<file path="config.mk">
export PLATFORM = sky130hd
export DESIGN_NAME = axis_to_data_inf
export DESIGN_NICKNAME = d
export VERILOG_FILES = /design/src/rtl/axis_to_data_inf.sv
export SDC_FILE = /design/constraint.sdc
export NUM_CORES = 1
export LEC_CHECK = 0
export BUFFER_PORTS_ARGS = -buffer_cell sky130_fd_sc_hd__clkbuf_2
export CAP_MARGIN = 20
export CORE_MARGIN = 1
export CORE_UTILIZATION = 56
export CTS_BUF_LIST = sky130_fd_sc_hd__clkbuf_16
export CTS_CLUSTER_DIAMETER = 50
export DETAILED_ROUTE_END_ITERATION = 8
export GPL_TIMING_DRIVEN = 0
export HOLD_SLACK_MARGIN = 0.05
export PLACE_DENSITY = 0.78
export SETUP_SLACK_MARGIN = 0.02
export SYNTH_ARGS = -nofsm -noshare
export SYNTH_HDL_FRONTEND = slang
export SYNTH_SLANG_ARGS = --single-unit
</file>
<file path="constraint.sdc">
create_clock -name aclk -period 2.9 [get_ports aclk]
set_input_delay 0.145 -clock aclk [delete_from_list [all_inputs] [get_ports aclk]]
set_output_delay 0.145 -clock aclk [all_outputs]
set_load 0.02 [all_outputs]
</file>
<file path="src/rtl/axis_to_data_inf.sv">
// AXI-stream to data_inf converter: a two-entry skid buffer feeding a registered
// data_inf output, with an optional length-marker beat appended after each frame.
module axis_to_data_inf #(
    parameter int unsigned DSIZE     = 32,
    parameter int unsigned LSIZE     = 24,
    parameter bit          TAIL_MARK = 1'b1
) (
    input  logic             aclk,
    input  logic             aresetn,
    input  logic [DSIZE-1:0] axis_tdata,
    input  logic             axis_tvalid,
    output logic             axis_tready,
    input  logic             axis_tlast,
    output logic [DSIZE-1:0] data,
    output logic             valid,
    input  logic             ready,
    output logic             last_flag,
    output logic             mark_curr_data,
    output logic [LSIZE-1:0] frame_len,
    output logic             overflow
);

    localparam logic [0:0] ST_STREAM = 1'b0;
    localparam logic [0:0] ST_MARK   = 1'b1;

    logic [0:0]       state_q, state_d;
    logic [DSIZE-1:0] out_data_q, out_data_d;
    logic             out_valid_q, out_valid_d;
    logic             out_last_q, out_last_d;
    logic             out_mark_q, out_mark_d;
    logic             out_tlast_q, out_tlast_d;
    logic [DSIZE-1:0] skid_data_q, skid_data_d;
    logic             skid_last_q, skid_last_d;
    logic             skid_valid_q, skid_valid_d;
    logic             tready_q, tready_d;
    logic [LSIZE-1:0] cnt_q, cnt_d;
    logic [LSIZE-1:0] frame_len_q, frame_len_d;
    logic             overflow_q, overflow_d;

    logic             out_hs_s, in_hs_s, pay_hs_s, end_hs_s, cnt_full_s;
    logic [LSIZE-1:0] cnt_inc_s;
    logic             src_valid_s, src_last_s;
    logic [DSIZE-1:0] src_data_s;
    logic             load_mark_s, load_src_s;

    function automatic logic [DSIZE-1:0] zext_len(input logic [LSIZE-1:0] v);
        logic [DSIZE-1:0] r;
        r          = {DSIZE{1'b0}};
        r[LSIZE-1:0] = v;
        return r;
    endfunction

    assign out_hs_s   = out_valid_q & ready;
    assign in_hs_s    = axis_tvalid & tready_q;
    assign pay_hs_s   = out_hs_s & ~out_mark_q;
    assign end_hs_s   = pay_hs_s & out_tlast_q;
    assign cnt_full_s = &cnt_q;
    // The count saturates so an oversized frame reports all-ones rather than wrapping.
    assign cnt_inc_s  = cnt_full_s ? cnt_q : cnt_q + {{(LSIZE-1){1'b0}}, 1'b1};

    // A buffered skid beat always precedes the live input beat.
    assign src_valid_s = skid_valid_q | in_hs_s;
    assign src_data_s  = skid_valid_q ? skid_data_q : axis_tdata;
    assign src_last_s  = skid_valid_q ? skid_last_q : axis_tlast;

    // Frame state machine: decides whether the output register takes a marker or a beat.
    always_comb begin
        state_d     = state_q;
        load_mark_s = 1'b0;
        load_src_s  = 1'b0;
        case (state_q)
            ST_STREAM: begin
                if (end_hs_s && TAIL_MARK) begin
                    load_mark_s = 1'b1;
                    state_d     = ST_MARK;
                end else if (!out_valid_q || out_hs_s) begin
                    load_src_s = 1'b1;
                end else begin
                    load_src_s = 1'b0;
                end
            end
            ST_MARK: begin
                if (out_hs_s) begin
                    load_src_s = 1'b1;
                    state_d    = ST_STREAM;
                end else begin
                    state_d = ST_MARK;
                end
            end
            default: begin
                state_d = ST_STREAM;
            end
        endcase
    end

    // Output and skid register next-state.
    always_comb begin
        out_data_d   = out_data_q;
        out_valid_d  = out_valid_q;
        out_last_d   = out_last_q;
        out_mark_d   = out_mark_q;
        out_tlast_d  = out_tlast_q;
        skid_data_d  = skid_data_q;
        skid_last_d  = skid_last_q;
        skid_valid_d = skid_valid_q;
        if (load_mark_s) begin
            out_data_d  = zext_len(cnt_inc_s);
            out_valid_d = 1'b1;
            out_last_d  = 1'b1;
            out_mark_d  = 1'b1;
            out_tlast_d = 1'b0;
        end else if (load_src_s) begin
            out_valid_d = src_valid_s;
            out_data_d  = src_data_s;
            out_tlast_d = src_last_s;
            out_last_d  = TAIL_MARK ? 1'b0 : src_last_s;
            out_mark_d  = 1'b0;
        end else begin
            out_valid_d = out_valid_q;
        end
        // An input handshake implies the skid is empty, so loading never overwrites a beat.
        if (load_src_s) begin
            skid_valid_d = 1'b0;
        end else if (in_hs_s) begin
            skid_valid_d = 1'b1;
            skid_data_d  = axis_tdata;
            skid_last_d  = axis_tlast;
        end else begin
            skid_valid_d = skid_valid_q;
        end
        tready_d = ~skid_valid_d;
    end

    // Beat counter, completed-frame length and sticky overflow.
    always_comb begin
        cnt_d       = cnt_q;
        frame_len_d = frame_len_q;
        overflow_d  = overflow_q;
        if (pay_hs_s) begin
            if (out_tlast_q) begin
                cnt_d       = {LSIZE{1'b0}};
                frame_len_d = cnt_inc_s;
            end else begin
                cnt_d = cnt_inc_s;
            end
            if (cnt_full_s) begin
                overflow_d = 1'b1;
            end else begin
                overflow_d = overflow_q;
            end
        end else begin
            cnt_d = cnt_q;
        end
    end

    // State registers.
    always_ff @(posedge aclk or negedge aresetn) begin
        if (!aresetn) begin
            state_q      <= ST_STREAM;
            out_data_q   <= {DSIZE{1'b0}};
            out_valid_q  <= 1'b0;
            out_last_q   <= 1'b0;
            out_mark_q   <= 1'b0;
            out_tlast_q  <= 1'b0;
            skid_data_q  <= {DSIZE{1'b0}};
            skid_last_q  <= 1'b0;
            skid_valid_q <= 1'b0;
            tready_q     <= 1'b0;
            cnt_q        <= {LSIZE{1'b0}};
            frame_len_q  <= {LSIZE{1'b0}};
            overflow_q   <= 1'b0;
        end else begin
            state_q      <= state_d;
            out_data_q   <= out_data_d;
            out_valid_q  <= out_valid_d;
            out_last_q   <= out_last_d;
            out_mark_q   <= out_mark_d;
            out_tlast_q  <= out_tlast_d;
            skid_data_q  <= skid_data_d;
            skid_last_q  <= skid_last_d;
            skid_valid_q <= skid_valid_d;
            tready_q     <= tready_d;
            cnt_q        <= cnt_d;
            frame_len_q  <= frame_len_d;
            overflow_q   <= overflow_d;
        end
    end

    assign axis_tready    = tready_q;
    assign data           = out_data_q;
    assign valid          = out_valid_q;
    assign last_flag      = out_last_q;
    assign mark_curr_data = out_mark_q;
    assign frame_len      = frame_len_q;
    assign overflow       = overflow_q;

endmodule

</file>
== Yosys cells after proc, flatten, opt, wreduce, memory -nomap -nowiden ==
Index checks and enable logic that the tools add are counted.

* Register bits after elaboration: 120
* Input bits: 37
* Word-level logic and storage cells: 51

* $add $sub $neg: 1
* Multiplexer cells: 22
* Bitwise operators: 9
* Reduce and logical (&&, ||, !) cells: 7

{| class="wikitable"
|+ Operator list
! cell !! count
|-
| $mux W32 || 3
|-
| $mux W24 || 2
|-
| $reduce_and A25 Y1 || 1
|-
| $add A24 B1 Y24 const B || 1
|-
| $reduce_and A24 Y1 || 1
|-
| $mux W1 || 15
|-
| $and A1 B1 Y1 || 4
|-
| $not A1 Y1 || 4
|-
| $pmux W1 S2 || 2
|-
| $reduce_and A2 Y1 || 2
|-
| $reduce_bool A2 Y1 || 1
|-
| $logic_not A1 Y1 || 1
|-
| $logic_or A1 B1 Y1 || 1
|-
| $or A1 B1 Y1 || 1
|}

== Longest topological paths before layout ==
Gate-level depths: netlist of the first run.

* Word-level depth: 7
* Mapped depth: 7
* Mapped depth without buffers: 6

== Worst setup path after synthesis of the first run ==
No wires, ideal clock.

* Path type: reg2reg
* Start point: register out_mark_q, in the netlist mark_curr_data
* End point: register skid_data_q[0]
* Arrival: 2.073 ns
* Required time: 2.772 ns
* Slack: 0.699 ns
* Stages on the path, launching flop included: 7
* Clock period less this slack: 2.201 ns
* Cell sequence: dfrtp_1 -> or3_1 -> a31oi_1 -> and3_1 -> buf_2 -> buf_4 -> mux2_1

* Longest elaborated chain between the ends: 7

{| class="wikitable"
|+ RTL lines
! item !! RTL line !! text
|-
| from (decl) || 30 || <nowiki>logic out_mark_q, out_mark_d;</nowiki>
|-
| from (signal assigned) || 177 || <nowiki>out_mark_q <= out_mark_d;</nowiki>
|-
| $not A1 Y1 || 55 || <nowiki>assign pay_hs_s = out_hs_s & ~out_mark_q;</nowiki>
|-
| $and A1 B1 Y1 || 55 ||
|-
| $and A1 B1 Y1 || 56 || <nowiki>assign end_hs_s = pay_hs_s & out_tlast_q;</nowiki>
|-
| $mux W1 || 73 || <nowiki>if (end_hs_s && TAIL_MARK) begin</nowiki>
|-
| $pmux W1 S2 || 71 || <nowiki>case (state_q)</nowiki>
|-
| $not A1 Y1 (no line) || n/a ||
|-
| $reduce_and A2 Y1 (no line) || n/a ||
|-
| to (signal assigned) || 165 || <nowiki>skid_data_q <= {DSIZE{1'b0}};</nowiki>
|-
| to (signal assigned) || 179 || <nowiki>skid_data_q <= skid_data_d;</nowiki>
|-
| to (decl) || 32 || <nowiki>logic [DSIZE-1:0] skid_data_q, skid_data_d;</nowiki>
|}

Every way passes these cells.
A chain may end at the register's enable or synchronous reset.

== Final worst setup path of the first run ==
* Start point: register out_tlast_q
* End point: register skid_data_q[23]

* Longest elaborated chain between the ends: 5

{| class="wikitable"
|+ RTL lines
! item !! RTL line !! text
|-
| from (decl) || 31 || <nowiki>logic out_tlast_q, out_tlast_d;</nowiki>
|-
| from (signal assigned) || 178 || <nowiki>out_tlast_q <= out_tlast_d;</nowiki>
|-
| $and A1 B1 Y1 || 56 ||
|-
| $mux W1 || 73 ||
|-
| $pmux W1 S2 || 71 ||
|-
| $not A1 Y1 (no line) || n/a ||
|-
| $reduce_and A2 Y1 (no line) || n/a ||
|}

Every way passes these cells.

==> results of run 1 <==
## routing by layer
metal  track usage (%)  routed length [um]  up-vias
met5                 0                   0        -
met4              14.9                 369        0
met3              6.58                1100       36
met2              50.9                7980      240
met1              41.1                6850     2540
li1                  -                   -     2319
## tightest hold or removal path, stage by stage
cell      delay (ns)
clkbuf_2        0.13
nand2_1         0.08
a21o_1          0.11
## sequential cells by signal, summed over array words and instances (netlist names)
signal,cells
mark_curr_data,1
data,32
skid_valid_q,1
overflow,1
frame_len,24
cnt_q,24
skid_last_q,1
skid_data_q,32
state_q,1
out_tlast_q,1
axis_tready,1
valid,1
## kinds of logic (layout without fill, tap and decap cells)
logic type               Yosys count  count (layout)  share of synthesized area (%)
XOR/XNOR                          21              21                           3.13
adder cells (fa/ha/maj)            1               1                          0.213
AND/OR/NAND/NOR                  154             154                           13.2
AO/OA/AOI/OAI                    139             139                           16.5
buffers and inverters             48             212                           3.53
flip-flops                       120             120                           51.0
multiplexers                      69              69                           12.5
## per-stage QoR
stage	hold slack [ns]	instances	utilization [%]	power [mW]	cell area, um^2
floorplan	-0.151	552	-	4.51	5890
global placement	0.378	785	63.6	5.31	6540
detailed placement	0.0241	786	64.0	5.45	6580
CTS	0.0527	852	73.6	7.85	7570
global route	0.0644	852	73.6	8.27	7570
finish	0.0623	852	73.6	7.89	7570
## cell usage after synthesis, types with 6 or more instances
| library cell | instances | area share [%] |
|---|---|---|
| a22o_1 | 9 | 1.3 |
| xor2_1 | 6 | 0.89 |
| mux2i_1 | 35 | 6.0 |
| nand4_1 | 11 | 1.2 |
| nor3_1 | 6 | 0.51 |
| buf_2 | 7 | 0.60 |
| nand3_1 | 8 | 0.68 |
| clkbuf_1 | 25 | 1.6 |
| o21ai_1 | 29 | 2.5 |
| nand2_1 | 67 | 4.3 |
| a211oi_1 | 10 | 1.3 |
| o21ai_0 | 29 | 2.5 |
| dfrtp_1 | 120 | 51 |
| or3_1 | 6 | 0.64 |
| o221ai_1 | 15 | 2.2 |
| mux2_1 | 30 | 5.7 |
| nor2_1 | 31 | 2.0 |
| inv_1 | 9 | 0.57 |
| o211ai_1 | 10 | 1.3 |
| xnor2_1 | 15 | 2.2 |
| a21oi_1 | 15 | 1.3 |
## where the power goes
| group | internal, mW | leakage, nW | total (mW) | switching (mW) |
|---|---|---|---|---|
| clock network | 1.53 | 0.323 | 2.34 | 0.812 |
| registers | 2.25 | 1.52 | 2.62 | 0.369 |
| logic | 1.09 | 1.53 | 2.93 | 1.85 |
## worst paths after layout
check	startpoint	end	slack, ns	cells after the start
min	ready	valid	0.06	3
min reg2reg	overflow	overflow	0.48	1
max	out_tlast_q	skid_data_q[23]	0.28	7
max in group asynchronous	aresetn	overflow	2.02	3
min in group asynchronous	aresetn	skid_data_q[17]	0.15	2
max reg2reg	out_tlast_q	skid_data_q[23]	0.28	7
## timing repair
action | CTS | global route
hold buffers | 34 | 0
hold endpoints to repair | 153 | 0
setup buffers | 0 | 0
## cell type report
class	count	area (um^2)
Buffer	38	170
Fill cell	708	2710
Multi-Input combinational cell	384	2680
Tap cell	136	170
Clock buffer	17	425
Clock inverter	15	225
Inverter	10	37.5
Timing Repair Buffer	132	862
Sequential cell	120	3000
==> results.yml, run 1 <==
power_and_ir_drop:
  p_leak_nw: 3.38
  powerDensity_nw_per_um2: 1040
  peakVddDrop_mv: 0.611
drt:
  ant_nets: 0
  drtIter0Drc: 406
  vias_per_cell: 6.03
  num_vias: 5135
  routedWlPerCell_um: 19.1
  drt_pre_antenna_iters: 5
  drc: 0
  wl_mm: 16.3
synth:
  synth_seq_area_share_pct: 51.0
  yosysWarnings: 0
  async_reset_ff_share_pct: 100
  syn_inst: 552
  ys.flop_type: "dfrtp_1"
  avgSynthCellArea_um2: 10.7
  synth_area_um2: 5890
  synth_seq_cells: 120
  synthDistinctLibCells: 56
  synth_edf_count: 0
  syn-num-nets: 590
critical_path:
  crit_slowest_cell: "a31oi_1"
  cp-start-kind: "flop"
  slowest_delay_ns: 0.58
  crit_type: "flop to flop"
  critPathTopFamily: "simple AND/OR/NAND/NOR gates"
  critPathCaptureType: "flop"
  critPathArrivalTime_ns: 2.92
  crit_required_ns: 3.20
  crit_buf_inv: 3
  worstPathCellList: "inv_2 > or3_1 > a31oi_1 > and3_1 > buf_2 > buf_4 > mux2_1"
  critical_path.max_fanout: 10
global_route:
  grt_max_degree: 102
  antenna_found_initial: 0
  grt_pass1_wl_mm: 26.4
  grt_pass1_vias: 5180
  grt_util_all_layers_pct: 31.7
  grt_overflow_total: 0
sta:
  hold_viol: 0
  worstMarginPinSlew_ns: 0.787
  skew_ns: 0.00874
  relSlewSlack_pct: 47.3
  fmax_mhz: 382
  fin_tns_setup_ns: 0
  fin_crit_sh_pct: 90.2
  report.final.slew_viol_count: 0
  setup_ws_ns: 0.283
  period_needed_ns: 2.62
  setup_viol: 0
  rsz0062_at_grt: "no"
cts:
  cts-root-buf: "clkbuf_16"
  clk_pin_slew_ns: 0.06
  cts_tree: "done"
  cts_num_sinks: 120
  clk_latency_ns: 0.42
  htreeDepth: 4
  cts_resized: 0
  clock_path_buffers: 2
  cts_buffers: 17
hold_path:
  hold_path_class: "input port to flop"
floorplanning:
  placementRows: 37
  die_h_um: 105
  io_pins: 98
  initial_core_util_pct: 57.3
  fp.coreArea_um2: 10300
  dieArea_um2: 10900
  die_w_um: 105
run_status:
  run_status: "completed"
layout:
  nets: 741
  final_cell_mix: "dfrtp_1 (120), clkbuf_2 (96), nand2_1 (67), mux2i_1 (35), dlygate4sd3_1 (34)"
  antenna_cells: 0
  drive_gt1_share_pct: 22.6
  mostFrequentLayoutCell: "dfrtp_1"
  syn_to_final_growth_pct: 28.6
place:
  gp_congestion: 0.886
  portBuffers: 97
  place_hpwl_mm: 11.0
  pre_cts_ws_ns: 0.344
run:
  drv_cap: 0
Note: power is estimated with default switching activity, not from simulation.
==> run 2: changes to the inputs <==
ABC_AREA = 1   (was default)
REMOVE_ABC_BUFFERS = 1   (was default)
==> run 2 against run 1 <==
- clock power fell by 16%
- hold slack improved by 0.062 ns
- power is 4.2% lower
- wire length down 0.99%
- critical path type unchanged
==> results.yml, run 2 <==
cts:
  htreeDepth: 4
  cts_buffers: 17
  clock_path_buffers: 2
  cts_tree: "done"
  clk_pin_slew_ns: 0.05
  cts-root-buf: "clkbuf_16"
  cts_num_sinks: 120
  clk_latency_ns: 0.41
drt:
  drtIter0Drc: 421
  wl_mm: 16.1
  ant_nets: 0
  num_vias: 5652
  drt_pre_antenna_iters: 4
  vias_per_cell: 5.40
  drc: 0
  routedWlPerCell_um: 15.4
global_route:
  grt_max_degree: 67
  grt_pass1_wl_mm: 27.2
  grt_pass1_vias: 5739
  grt_util_all_layers_pct: 31.0
  antenna_found_initial: 0
  grt_overflow_total: 0
layout:
  design_area_um2: 7530
  syn_to_final_growth_pct: 24.7
  utilization_pct: 72.6
  final_cell_mix: "nand2_1 (314), dfrtp_1 (120), clkbuf_2 (96), inv_1 (72), nand3_1 (50)"
  mostFrequentLayoutCell: "nand2_1"
  n_fill_cell: 814
  nets: 935
  antenna_cells: 0
  drive_gt1_share_pct: 19.1
sta:
  rsz0062_at_grt: "no"
  worstMarginPinSlew_ns: 1.05
  setup_viol: 0
  period_needed_ns: 2.67
  fin_tns_setup_ns: 0
  skew_ns: 0.0151
  fmax_mhz: 374
  setup_ws_ns: 0.229
  fin_crit_sh_pct: 92.1
  relSlewSlack_pct: 29.9
  hold_viol: 0
  report.final.slew_viol_count: 0
floorplanning:
  placementRows: 37
  die_w_um: 106
  fp.coreArea_um2: 10400
  die_h_um: 106
  dieArea_um2: 11200
  initial_core_util_pct: 58.2
  io_pins: 98
synth:
  yosysMostFrequentCell: "nand2_1"
  avgSynthCellArea_um2: 7.76
  async_reset_ff_share_pct: 100
  synth_top_area_share_pct: 49.8
  synthDistinctLibCells: 31
  ys_top_cells_by_count: "nand2_1 (314), dfrtp_1 (120), inv_1 (69)"
  synth.area.top_cells: "dfrtp_1 (50%), nand2_1 (20%), inv_1 (4.3%)"
  syn_inst: 778
  synth_seq_area_share_pct: 49.8
  synth_area_um2: 6040
  synth_seq_cells: 120
  synth_edf_count: 0
  synth_area_leader_cell: "dfrtp_1"
  yosysWarnings: 0
  ys.flop_type: "dfrtp_1"
power_and_ir_drop:
  p_switching_mw: 3.13
  powerDensity_nw_per_um2: 1000
  p_int_mw: 4.43
  p_leak_nw: 3.99
  power_frac_clock_pct: 25.9
  power_frac_comb_pct: 38.0
  power.share.switching_pct: 41.4
  design_power_total_mw: 7.56
  peakVddDrop_mv: 0.759
  p_seq_share_pct: 36.1
critical_path:
  critPathCaptureType: "flop"
  rr_worst_depth: 8
  critical_path.max_fanout: 37
  crit_required_ns: 3.18
  cp-start-kind: "flop"
  crit_type: "flop to flop"
  critPathArrivalTime_ns: 2.95
hold_path:
  hold_path_class: "input port to flop"
  whs_path_depth: 4
run:
  drv_cap: 0
place:
  place_area_um2: 6560
  pre_cts_ws_ns: -1.09
  gp_congestion: 0.888
  portBuffers: 97
  place_hpwl_mm: 10.1
run_status:
  run_status: "completed"
[run 2: per-stage QoR]
stage                     cells  hold WS [ns]
final                      1046         0.124
after global routing       1046         0.136
after CTS                  1042        0.0758
after detailed placement    976         0.138
after global placement      974         0.383
after floorplan             741        -0.151
[run 2: final timing paths]
| kind | startpoint | to | slack, ns |
|---|---|---|---|
| setup / recovery | valid | data[14] | 0.23 |
| min in group asynchronous | aresetn | frame_len[14] | 0.26 |
| max in group asynchronous | aresetn | state_q | 1.95 |
| hold / removal | ready | state_q | 0.12 |
| hold reg to reg | overflow | overflow | 0.46 |
| setup reg to reg | valid | data[14] | 0.23 |
[run 2: per-layer routing]
metal | vias up | track usage, % | part of all wire [%]
met5 | - | 0 | 0
met4 | 0 | 9.92 | 1.6
met3 | 22 | 5.44 | 4.6
met2 | 172 | 52.9 | 50
met1 | 2733 | 40.0 | 44
li1 | 2725 | - | -
[run 2: critical path: stages (launching register included)]
cell and delay, ns:
dfrtp_1 0.42, nand2_2 0.15, nor2_4 0.08, nand2_4 0.28, clkinv_2 0.46, nand2_8 0.41, clkinv_2 0.40, nand2_1 0.24
nand3_1 0.09
[run 2: power groups by stage]
stage / Clock (mW) / Sequential, mW / Combinational (mW)
global placement: 0 / 2.69 / 2.56
finish: 1.96 / 2.73 / 2.87
global route: 2.05 / 2.79 / 3.17
detailed placement: 0 / 2.73 / 2.69
CTS: 1.97 / 2.71 / 2.80
floorplan: 0 / 3.03 / 1.42
[run 2: cell type report]
class	count	area, um^2	area share, %
clock inverters	15	120	1.60
well taps	136	170	2.26
flip-flops and latches	120	3000	39.9
clock buffers	17	425	5.65
multi-input cells	547	2610	34.7
inverters	74	288	3.82
repair buffers	137	907	12.1
[run 2: cells by family after synthesis]
group | count (synthesis) | share of synthesized area, %
and+or+nand+nor | 449 | 32.9
AOI/OAI and AO/OA | 90 | 8.40
xor gates and xnor gates | 5 | 0.726
buffers and inverters | 111 | 7.65
DFF | 120 | 49.8
adders and majority gates | 1 | 0.207
muxes | 2 | 0.332
[run 2: repair_timing]
action | in CTS | in global routing
cloned | 0 | 0
setup buffers | 0 | 4
hold endpoints to repair | 87 | 0
hold buffers | 34 | 0
setup endpoints to repair | 66 | 57
pin swaps | 0 | 1
resized for setup | 7 | 4
==> run 3: changes to the inputs <==
CORE_ASPECT_RATIO = 1.4   (was default)
==> run 3 against run 2 <==
- core utilization grew 0.24 points
- combinational power is essentially flat
- final cell count is essentially flat
- first-iteration DRC count grew 6.7%
- register-to-register slack gained 0.06 ns
- global-route usage is essentially flat
- sequential share of layout area shrank 0.26 points
- wire length grew 1.8%
- sequential cell count is the same
- non-clock buffer count shrank 1
- critical path depth is the same
- hold slack lost 0.031 ns
- largest power group unchanged
==> results.yml, run 3 (synthesized netlist as in run 2, its figures left out) <==
cts:
  clock_path_buffers: 2
  clk_latency_ns: 0.41
  cts-root-buf: "clkbuf_16"
  cts_num_sinks: 120
  htreeDepth: 4
  cts_buffers: 17
  cts_tree: "done"
  clk_pin_slew_ns: 0.06
sta:
  period_needed_ns: 2.61
  fin_tns_setup_ns: 0
  fin_crit_sh_pct: 90.0
  skew_ns: 0.00718
  hold_viol: 0
  fmax_mhz: 383
  setup_ws_ns: 0.291
  worstMarginPinSlew_ns: 1.05
  rsz0062_at_grt: "no"
  setup_viol: 0
  relSlewSlack_pct: 30.2
  report.final.slew_viol_count: 0
place:
  gp_congestion: 0.883
  dpl.cell_count: 978
  place_hpwl_mm: 10.3
  pre_cts_ws_ns: -1.05
  portBuffers: 97
floorplanning:
  dieArea_um2: 11200
  initial_core_util_pct: 58.0
  fp.coreArea_um2: 10400
  io_pins: 98
  die_w_um: 89.7
  die_h_um: 125
  placementRows: 44
layout:
  final_cell_mix: "nand2_1 (314), dfrtp_1 (120), clkbuf_2 (96), inv_1 (71), nand3_1 (50)"
  mostFrequentLayoutCell: "nand2_1"
  nets: 934
  layout.cells.non_filler: 1045
  drive_gt1_share_pct: 19.1
  syn_to_final_growth_pct: 25.5
  antenna_cells: 0
  n_fill_cell: 779
critical_path:
  cp-start-kind: "flop"
  critPathCaptureType: "flop"
  critPathArrivalTime_ns: 2.89
  critPathTopFamily: "simple AND/OR/NAND/NOR gates"
  slowest_delay_ns: 0.53
  worstPathCellList: "nand2_2 > nor2_4 > nand2_4 > clkinv_2 > nand2_4 > inv_2 > nand2_1 > o211ai_2"
  critical_path.max_fanout: 37
  crit_slowest_cell: "nand2_4"
  crit_path_frequent_cell: "nand2_4"
  crit_required_ns: 3.19
  crit_buf_inv: 2
  crit_type: "flop to flop"
drt:
  routedWlPerCell_um: 15.7
  num_vias: 5680
  ant_nets: 0
  drt_pre_antenna_iters: 5
  wl_mm: 16.4
  drc: 0
  vias_per_cell: 5.44
  drtIter0Drc: 449
global_route:
  antenna_found_initial: 0
  grt_max_degree: 84
  grt_pass1_wl_mm: 27.5
  grt_pass1_vias: 5755
  grt_util_all_layers_pct: 31.0
  grt_overflow_total: 0
power_and_ir_drop:
  design_power_total_mw: 7.81
  powerDensity_nw_per_um2: 1030
  peakVddDrop_mv: 0.805
  p_leak_nw: 4.01
hold_path:
  hold_path_class: "input port to flop"
run_status:
  run_status: "completed"
run:
  drv_cap: 0
## run 3: layout make-up
class | instances | area, um^2 | share of cell area [%]
sequential | 120 | 3000 | 39.6
multi-input combinational | 547 | 2610 | 34.4
timing repair buffer | 136 | 900 | 11.9
clock buffer | 17 | 425 | 5.61
inverter | 74 | 284 | 3.75
clock inverter | 13 | 188 | 2.48
tap | 138 | 173 | 2.28
## run 3: worst reg2reg max path, delay by kind of cell (launching register included)
| kind | cells | cell delay [ns] |
|---|---|---|
| flops | 1 | 0.41 |
| simple gates | 5 | 1.21 |
| compound gates | 1 | 0.09 |
| buf+inv | 2 | 0.76 |
## run 3: metal layers
| metal | routed length [um] | up-vias | GRT usage (%) |
|---|---|---|---|
| li1 | - | 2710 | - |
| met1 | 6460 | 2704 | 37.0 |
| met2 | 8530 | 221 | 53.3 |
| met3 | 891 | 45 | 6.78 |
| met4 | 545 | 0 | 14.2 |
| met5 | 0 | - | 0 |
## run 3: path summary, 6_finish.rpt
path	from	to	slack, ns	cells after the start
min	ready	state_q	0.09	4
max reg2reg	valid	data[5]	0.29	8
max	valid	data[5]	0.29	8
min in group asynchronous	aresetn	frame_len[18]	0.21	2
max in group asynchronous	aresetn	data[0]	1.98	3
min reg2reg	overflow	overflow	0.47	1
## run 3: power by group
part / internal [mW] / leakage (nW) / switching [mW]
clock: 1.49 / 0.306 / 0.735
sequential: 2.28 / 1.56 / 0.450
combinational: 0.905 / 2.15 / 1.94
## run 3: through the flow
| step | utilization (%) | instance area (um^2) | hold WS (ns) |
|---|---|---|---|
| CTS | 72.6 | 7550 | 0.0907 |
| floorplan | - | 5850 | -0.151 |
| global placement | 62.6 | 6510 | 0.382 |
| global route | 72.8 | 7580 | 0.121 |
| finish | 72.8 | 7580 | 0.0934 |
| detailed placement | 63.1 | 6560 | 0.0816 |
## run 3: what timing repair did
action	in CTS	in global routing
endpoints found under the setup margin	66	57
pin swaps	0	1
buffers inserted	0	3
hold buffers	34	0
endpoints found under the hold margin	71	0
resized for setup	7	1
